File: config.mk
export PLATFORM = sky130hd
export DESIGN_NAME = reg_file
export DESIGN_NICKNAME = d
export VERILOG_FILES = /design/src/rtl/reg_file_pkg.sv /design/src/rtl/reg_bypass.sv /design/src/rtl/reg_file.sv
export SDC_FILE = /design/constraint.sdc
export NUM_CORES = 1
export LEC_CHECK = 0
export ABC_AREA = 1
export CAP_MARGIN = 10
export CORE_MARGIN = 4
export CORE_UTILIZATION = 55
export DETAILED_ROUTE_END_ITERATION = 8
export HOLD_SLACK_MARGIN = 0.15
export PLACE_DENSITY = 0.83
export SLEW_MARGIN = 0
export SYNTH_ARGS = -nofsm -noshare
export SYNTH_HDL_FRONTEND = slang
export SYNTH_HIERARCHICAL = 1
export SYNTH_SLANG_ARGS = --single-unit
File: constraint.sdc
create_clock -name clk -period 2.6 [get_ports clk]
set_input_delay 0.39 -clock clk [delete_from_list [all_inputs] [get_ports clk]]
set_output_delay 0.39 -clock clk [all_outputs]
set_load 0.01 [all_outputs]
File: src/rtl/reg_file_pkg.sv
// ----------------------------------------------------------------------------
// reg_file_pkg
// Shared definitions for the register file of the 16-bit pipelined CPU:
// bus widths, the register address map and the reset value of SP.
// ----------------------------------------------------------------------------
package reg_file_pkg;

    // Widths of the shared register-address bus and the data bus.
    localparam int REG_ADDR_BUS = 4;
    localparam int DATA_BUS     = 16;

    // Number of implemented registers (R0-R7, SP, IH, RA, T).
    localparam int NUM_REGS = 12;

    // Register address map. Addresses 12-14 are reserved.
    localparam logic [REG_ADDR_BUS-1:0] REG_R0 = 4'd0;
    localparam logic [REG_ADDR_BUS-1:0] REG_R1 = 4'd1;
    localparam logic [REG_ADDR_BUS-1:0] REG_R2 = 4'd2;
    localparam logic [REG_ADDR_BUS-1:0] REG_R3 = 4'd3;
    localparam logic [REG_ADDR_BUS-1:0] REG_R4 = 4'd4;
    localparam logic [REG_ADDR_BUS-1:0] REG_R5 = 4'd5;
    localparam logic [REG_ADDR_BUS-1:0] REG_R6 = 4'd6;
    localparam logic [REG_ADDR_BUS-1:0] REG_R7 = 4'd7;
    localparam logic [REG_ADDR_BUS-1:0] REG_SP = 4'd8;
    localparam logic [REG_ADDR_BUS-1:0] REG_IH = 4'd9;
    localparam logic [REG_ADDR_BUS-1:0] REG_RA = 4'd10;
    localparam logic [REG_ADDR_BUS-1:0] REG_T  = 4'd11;

    // "No register" marker driven by the writeback-address mux.
    localparam logic [REG_ADDR_BUS-1:0] EMPTY_ADDR = 4'hF;

    // Reset value of the stack pointer.
    localparam logic [DATA_BUS-1:0] SP_INIT = 16'hBF10;

endpackage : reg_file_pkg

File: src/rtl/reg_bypass.sv
// ----------------------------------------------------------------------------
// reg_bypass
// One read port of the register file. Selects between the stored register
// value and the in-flight writeback data, and forces reserved / EMPTY
// addresses to read as zero. Purely combinational.
//
// Ports:
//   rst         in   synchronous reset of the register file (suppresses bypass)
//   wb_en       in   writeback enable
//   wb_addr     in   writeback destination address
//   wb_data     in   writeback value
//   rd_addr     in   read address of this port
//   stored_data in   value currently held in the register at rd_addr
//   rd_data     out  value presented to the ID stage
// ----------------------------------------------------------------------------
module reg_bypass
    import reg_file_pkg::*;
#(
    parameter int DATA_W    = DATA_BUS,
    parameter int ADDR_W    = REG_ADDR_BUS,
    parameter bit BYPASS_EN = 1'b1
) (
    input  logic              rst,
    input  logic              wb_en,
    input  logic [ADDR_W-1:0] wb_addr,
    input  logic [DATA_W-1:0] wb_data,
    input  logic [ADDR_W-1:0] rd_addr,
    input  logic [DATA_W-1:0] stored_data,
    output logic [DATA_W-1:0] rd_data
);

    logic rd_valid;
    logic wb_valid;
    logic hit;

    assign rd_valid = (rd_addr < ADDR_W'(NUM_REGS));
    assign wb_valid = (wb_addr < ADDR_W'(NUM_REGS));

    // A write that reset will discard must not be forwarded either, so the
    // ID stage sees exactly what the storage will hold.
    assign hit = BYPASS_EN && !rst && wb_en && wb_valid && (rd_addr == wb_addr);

    // NOTE: every output of a combinational block gets a default first, so
    // no path through the block leaves it unassigned and infers a latch.
    always_comb begin
        rd_data = '0;
        if (hit) begin
            rd_data = wb_data;
        end else if (rd_valid) begin
            rd_data = stored_data;
        end
    end

endmodule : reg_bypass

File: src/rtl/reg_file.sv
// ----------------------------------------------------------------------------
// reg_file
// Register file of the 16-bit pipelined CPU: R0-R7 plus SP, IH, RA and T.
// Writes commit on the rising edge; two combinational read ports forward a
// same-cycle write so the ID stage never sees stale data.
//
// Ports:
//   clk      in   system clock
//   rst      in   synchronous, active-high reset
//   wb_en    in   writeback enable (MEM/WB)
//   wb_addr  in   writeback destination (writeback-address mux)
//   wb_data  in   writeback value (MEM/WB)
//   ra_addr  in   read port A address
//   rb_addr  in   read port B address
//   ra_data  out  read port A value (combinational)
//   rb_data  out  read port B value (combinational)
//   sp_out   out  stored SP
//   ih_out   out  stored IH (interrupt mask)
//   t_out    out  stored T (branch-on-T)
// ----------------------------------------------------------------------------
module reg_file
    import reg_file_pkg::*;
#(
    parameter int                 DATA_W    = DATA_BUS,
    parameter int                 ADDR_W    = REG_ADDR_BUS,
    parameter logic [DATA_W-1:0]  SP_INIT   = reg_file_pkg::SP_INIT,
    parameter bit                 BYPASS_EN = 1'b1
) (
    input  logic              clk,
    input  logic              rst,
    input  logic              wb_en,
    input  logic [ADDR_W-1:0] wb_addr,
    input  logic [DATA_W-1:0] wb_data,
    input  logic [ADDR_W-1:0] ra_addr,
    input  logic [ADDR_W-1:0] rb_addr,
    output logic [DATA_W-1:0] ra_data,
    output logic [DATA_W-1:0] rb_data,
    output logic [DATA_W-1:0] sp_out,
    output logic [DATA_W-1:0] ih_out,
    output logic [DATA_W-1:0] t_out
);

    logic [DATA_W-1:0] regs [NUM_REGS];
    logic [DATA_W-1:0] ra_stored;
    logic [DATA_W-1:0] rb_stored;

    // NOTE: the storage array is reset register by register because the
    // architectural state (SP in particular) must be defined after reset;
    // state is updated with non-blocking assignments so every register
    // samples its inputs from the same pre-edge values.
    always_ff @(posedge clk) begin
        if (rst) begin
            for (int i = 0; i < NUM_REGS; i++) begin
                regs[i] <= '0;
            end
            regs[REG_SP] <= SP_INIT;
        end else if (wb_en && (wb_addr < ADDR_W'(NUM_REGS))) begin
            regs[wb_addr] <= wb_data;
        end
    end

    // Stored value lookup; addresses past the last register have no storage
    // and are zeroed here as well as in the bypass stage.
    always_comb begin
        ra_stored = '0;
        rb_stored = '0;
        if (ra_addr < ADDR_W'(NUM_REGS)) begin
            ra_stored = regs[ra_addr];
        end
        if (rb_addr < ADDR_W'(NUM_REGS)) begin
            rb_stored = regs[rb_addr];
        end
    end

    reg_bypass #(
        .DATA_W    (DATA_W),
        .ADDR_W    (ADDR_W),
        .BYPASS_EN (BYPASS_EN)
    ) u_bypass_a (
        .rst         (rst),
        .wb_en       (wb_en),
        .wb_addr     (wb_addr),
        .wb_data     (wb_data),
        .rd_addr     (ra_addr),
        .stored_data (ra_stored),
        .rd_data     (ra_data)
    );

    reg_bypass #(
        .DATA_W    (DATA_W),
        .ADDR_W    (ADDR_W),
        .BYPASS_EN (BYPASS_EN)
    ) u_bypass_b (
        .rst         (rst),
        .wb_en       (wb_en),
        .wb_addr     (wb_addr),
        .wb_data     (wb_data),
        .rd_addr     (rb_addr),
        .stored_data (rb_stored),
        .rd_data     (rb_data)
    );

    // Special registers feed control logic directly from storage; they are
    // deliberately not forwarded.
    assign sp_out = regs[REG_SP];
    assign ih_out = regs[REG_IH];
    assign t_out  = regs[REG_T];

endmodule : reg_file

=== Word-level counts from Yosys, hierarchy flattened ===
Memory sizes are Yosys's and may differ from the RTL's.
Cells that the tools add are included.

* $lt $le $gt $ge: 3
* Equality and inequality tests: 2
* Muxes and demuxes: 13
* Bitwise operators: 1
* Reduce and logical (&&, ||, !) cells: 7

{| class="wikitable"
|+ Operators with widths
! operator !! count
|-
| 16-bit two-way mux || 6
|-
| 16-bit OR reduction || 1
|-
| 4-bit < comparator, second input constant || 3
|-
| 4-bit equality test || 2
|-
| 1-bit two-way mux || 6
|-
| 1-bit logical AND || 5
|-
| 4-bit two-way mux || 1
|-
| 1-bit logical NOT || 1
|-
| 1-bit OR || 1
|}

* Register bits after elaboration: 0
* Bits in writable memories: 192
* Input port bits: 31
* Output and inout port bits: 80
* Word-level logic and storage cells: 27
* Memories: 1

{| class="wikitable"
|+ Memories
! memory !! words !! bits a word !! read ports !! clocked after memory_dff !! write ports !! RTL line !! RTL
|-
| regs || 12 || 16 || 5 || 0 || 12 || reg_file.sv:43 || <nowiki>logic [DATA_W-1:0] regs [NUM_REGS];</nowiki>
|}

=== Longest topological paths before layout ===
* Depth in word-level cells: 7
* Mapped depth: 11
* Mapped depth without buffers: 10

=== Cells and area by module ===
The synthesis kept the hierarchy.

{| class="wikitable"
|+ Modules (own cells, without submodules)
! module !! times used !! cells each !! area each (um^2) !! sequential area each (um^2)
|-
| reg_file || 1 || 1398 || 10825.4 || 5765.5
|-
| reg_bypass || 2 || 107 || 533.0 || 0.0
|}

=== Least setup slack after synthesis ===
OpenSTA, ideal clock, no wires.

* Path type: input-to-reg
* From: in wb_addr[3]
* To: mem regs[11][0] (netlist name) (enable)
* Setup time: 372 ps
* Arrival: 1639 ps
* Data required time: 2228 ps
* Slack: 590 ps
* Stages on the path: 4
* Path buffers: 1
* Cell sequence: a211oi_4 > nand3_2 > buf_2 > nand2_1

{| class="wikitable"
|+ RTL lines
! element !! RTL line !! RTL
|-
| start, declared || reg_file.sv:32 || <nowiki>input logic [ADDR_W-1:0] wb_addr,</nowiki>
|-
| end, declared || reg_file.sv:43 ||
|}

=== Worst setup path in the final report ===
* From: in ra_addr[2]
* To: out ra_data[7]

* Cells in the longest elaborated chain, start to end: 3
* Elaborated cells between the ends (all ways): 6
* Classes of those cells: 1 x order compare; 1 x eq/ne; 2 x mux; 1 x reduce/logical; 1 x memory

{| class="wikitable"
|+ Ends and longest elaborated chain
! element !! RTL line !! RTL
|-
| start, declared || reg_file.sv:34 || <nowiki>input logic [ADDR_W-1:0] ra_addr,</nowiki>
|-
| memory 12 x 16 bit || n/a ||
|-
| via ra_stored[7] || reg_file.sv:44 || <nowiki>logic [DATA_W-1:0] ra_stored;</nowiki>
|-
| 16-bit two-way mux || reg_bypass.sv:49 || <nowiki>end else if (rd_valid) begin</nowiki>
|-
| 16-bit two-way mux || reg_bypass.sv:47 || <nowiki>if (hit) begin</nowiki>
|-
| end, declared || reg_file.sv:36 || <nowiki>output logic [DATA_W-1:0] ra_data,</nowiki>
|}

The timed path passes the listed nets, and every way through them passes these cells.

==> impl_metrics.yaml <==
worst_setup_path:
  worstSetupEndpoint: "ra_data[7]"
  critPathArrivalTime_ps: 2120
  required_ps: 2210
  max_stage_delay_ps: 500
  crit_cells: 12
  cp_slowest_cell: "clkdlybuf4s50_1"
  cp_cell_sequence: "clkdlybuf4s50_1 > clkinv_2 > nor2_4 > buf_4 > buf_6 > nand2_1 > nand2_1 > inv_1 > nor2_1 > nand2_1 > nand2_1 > dlygate4sd2_1"
  crit_path_max_fanout: 5
  cp_common_cell: "nand2_1"
  end_kind: "output pin"
  critical_path.top_delay_family: "buffers and inverters"
  cp-start-kind: "input port"
  timing.critical_path.buf_inv: 6
  crit_path_start: "ra_addr[2]"
  worstSetupPathType: "in2out"
timing:
  hold_viol_final: 0
  worstMarginPinSlew_ps: 633
  period_minus_slack_ps: 2510
  finalSetupTns_ps: 0
  max_freq_mhz: 399
  final_max_slew_viol_count: 0
  rsz0062_at_grt: "false"
  post-route-period-util_pct: 96.5
  setup_viol: 0
  maxSlewHeadroom_pct: 57.7
cells_and_area:
  final_cells: 2014
  largest_registers: "regs (192)"
  fin_area_um2: 14500
  n_fill_cell: 1619
  largest_register_ffs: 192
  top_register: "regs"
  final_nets: 1757
  drive_above_1_share_pct: 9.49
  area_delta_synth_final_pct: 21.7
  antenna_cells: 0
floorplanning:
  die_w_um: 155
  core_um2: 21200
  die_y_um: 155
  die-area_um2: 24000
  io_pins: 111
  start_util_pct: 56.2
  rows: 53
drt:
  firstDrtPassIters: 6
  vias: 12200
  drtIter0Drc: 2091
  route.detailed.drc: 0
  avgViaCountPerCell: 6.08
  detail_route.wirelength_mm: 41.2
  wire_per_inst_um: 20.5
  antenna_left: 0
global_route:
  grt_pass1_vias: 12000
  grt_usage_pct: 34.2
  antenna_found_initial: 0
  grt_max_degree: 48
  overflow: 0
  grt_pass1_wl_mm: 63.7
place:
  dp.cells: 1972
  gp_congestion: 0.981
  dpl_cell_area_um2: 13800
  numPortBuffers: 110
  place_hpwl_mm: 28.6
power:
  intPower_mw: 5.66
  irDropWorstVdd_mv: 0.503
  pwr-share-seq_pct: 46.0
  p_leak_nw: 6.70
  p_comb_share_pct: 20.0
  p_sw_mw: 2.29
  swShare_pct: 28.8
  p_per_area_nw_per_um2: 549
  clkPwrFrac_pct: 34.0
clock_tree:
  cts_max_level: 4
  path_clk_slew_ps: 70
  clock-sinks: 192
  hold_buffers: 0
  clockRootBuffer: "clkbuf_16"
  tritoncts: "done"
  clock_path_buffers: 2
  cts_made_buffers: 17
logic_synthesis:
  post-synth-top-count-cell: "nand2_1"
  ys_seq_area_share_pct: 48.5
  synth_seq_cells: 192
  synth_compound_gate_area_share_pct: 5.64
  synth.distinct_cells: 24
  synth_top_area_share_pct: 48.5
  syn-instance-count: 1612
  synthFlopType: "edfxtp_1"
  syn_area_um2: 11900
  synthMuxAreaShare_pct: 0
  synth_top_family_by_area: "simple AND/OR/NAND/NOR gates"
  yosys-top-cells-area: "edfxtp_1 (48%), nand2_1 (13%), nand3_1 (9.4%)"
  postSynthAreaPerCell_um2: 7.38
  synthXorXnorAreaFrac_pct: 0.463
  synth_async_sr_flop_share_pct: 0
  yosys.area.top_type: "edfxtp_1"
  yosys.area_share.simple_pct: 34.6
  synth_top_cells_by_count: "nand2_1 (422), nor2_1 (258), nand3_1 (224)"
  yosys_warnings: 6
  synth_edf_count: 192
  synth-adder-area-share_pct: 0
  synth_fp_nets: 1643
run_status:
  outcome: "completed"
worst_hold_path:
  hold_path.class: "in2reg"
  hp-start: "wb_data[4]"
run:
  max_cap_viol_count: 0
stage by stage:
step / total power [mW] / util (%) / setup slack (ps) / hold WS (ps)
detailed placement: 5.27 / 65.2 / -281 / 1240
global route: 8.17 / 68.4 / 7.15 / 969
CTS: 7.90 / 68.4 / -35.7 / 945
finish: 7.95 / 68.4 / 91.7 / 970
global placement: 5.23 / 65.2 / -209 / 1250
floorplan: 4.53 / - / 590 / 620
cell type report:
| cell class | count | area [um2] | area share, % |
|---|---|---|---|
| clock buffers | 19 | 433 | 2.99 |
| clock inverters | 13 | 161 | 1.11 |
| inverters | 222 | 836 | 5.77 |
| multi-input cells | 1090 | 4870 | 33.6 |
| flip-flops and latches | 192 | 5770 | 39.8 |
| well taps | 275 | 344 | 2.38 |
| repair buffers | 203 | 2070 | 14.3 |
worst min path at each step:
stage | to | slack [ps] | depth (start not counted)
after CTS | regs[8][4] | 940 | 3
final | regs[8][4] | 970 | 3
after detailed placement | ih_out[13] | 1240 | 1
after global placement | ih_out[13] | 1250 | 1
after floorplan | regs[0][0] | 620 | 2
after global routing | regs[8][4] | 970 | 3
power by group through the flow:
stage | registers, mW | logic (mW) | clock network (mW)
2_1_floorplan | 3.72 | 0.817 | 0
3_3_place_gp | 3.71 | 1.52 | 0
3_5_place_dp | 3.72 | 1.55 | 0
4_1_cts | 3.65 | 1.55 | 2.69
5_1_grt | 3.67 | 1.70 | 2.80
6_report | 3.65 | 1.59 | 2.70
logic make-up (layout without fill, tap and decap cells):
group           Yosys count  count (layout)
buf+inv                 330             457
compound gates          131             131
flops                   192             192
simple gates            957             957
xor+xnor                  2               2
routing by layer:
layer	share of wire (%)	vias to the layer above	global-route usage, %	wire [um]
met4	8.0	0	22.3	3280
met1	34	5525	43.5	14100
met2	46	1051	54.3	19000
li1	-	5392	-	-
met5	0	-	0	0
met3	12	278	5.54	4820
cell usage in the layout (no fill, tap or decap), drive strengths merged:
cell type      netlist  routed
xnor2                2       2
nor2               262     262
nand4               32      32
nand3              234     234
dlygate4sd2          0      30
clkbuf              73      24
inv                220     222
clkinv               2       6
dlymetal6s2s         0       1
bufinv               0       3
nand2              428     428
buf                 35      97
o21ai               96      96
clkinvlp             0       4
clkdlybuf4s15        0       1
a211oi               1       1
edfxtp             192     192
nor4                 1       1
a21oi               34      34
clkdlybuf4s50        0      69
what timing repair did:
action,CTS,global route
gates cloned,2,0
gates resized for setup,52,14
pin swaps,3,1
buffers inserted,7,1
endpoints found under the setup margin,32,9
No activity file was read; power rests on OpenSTA's default activity.
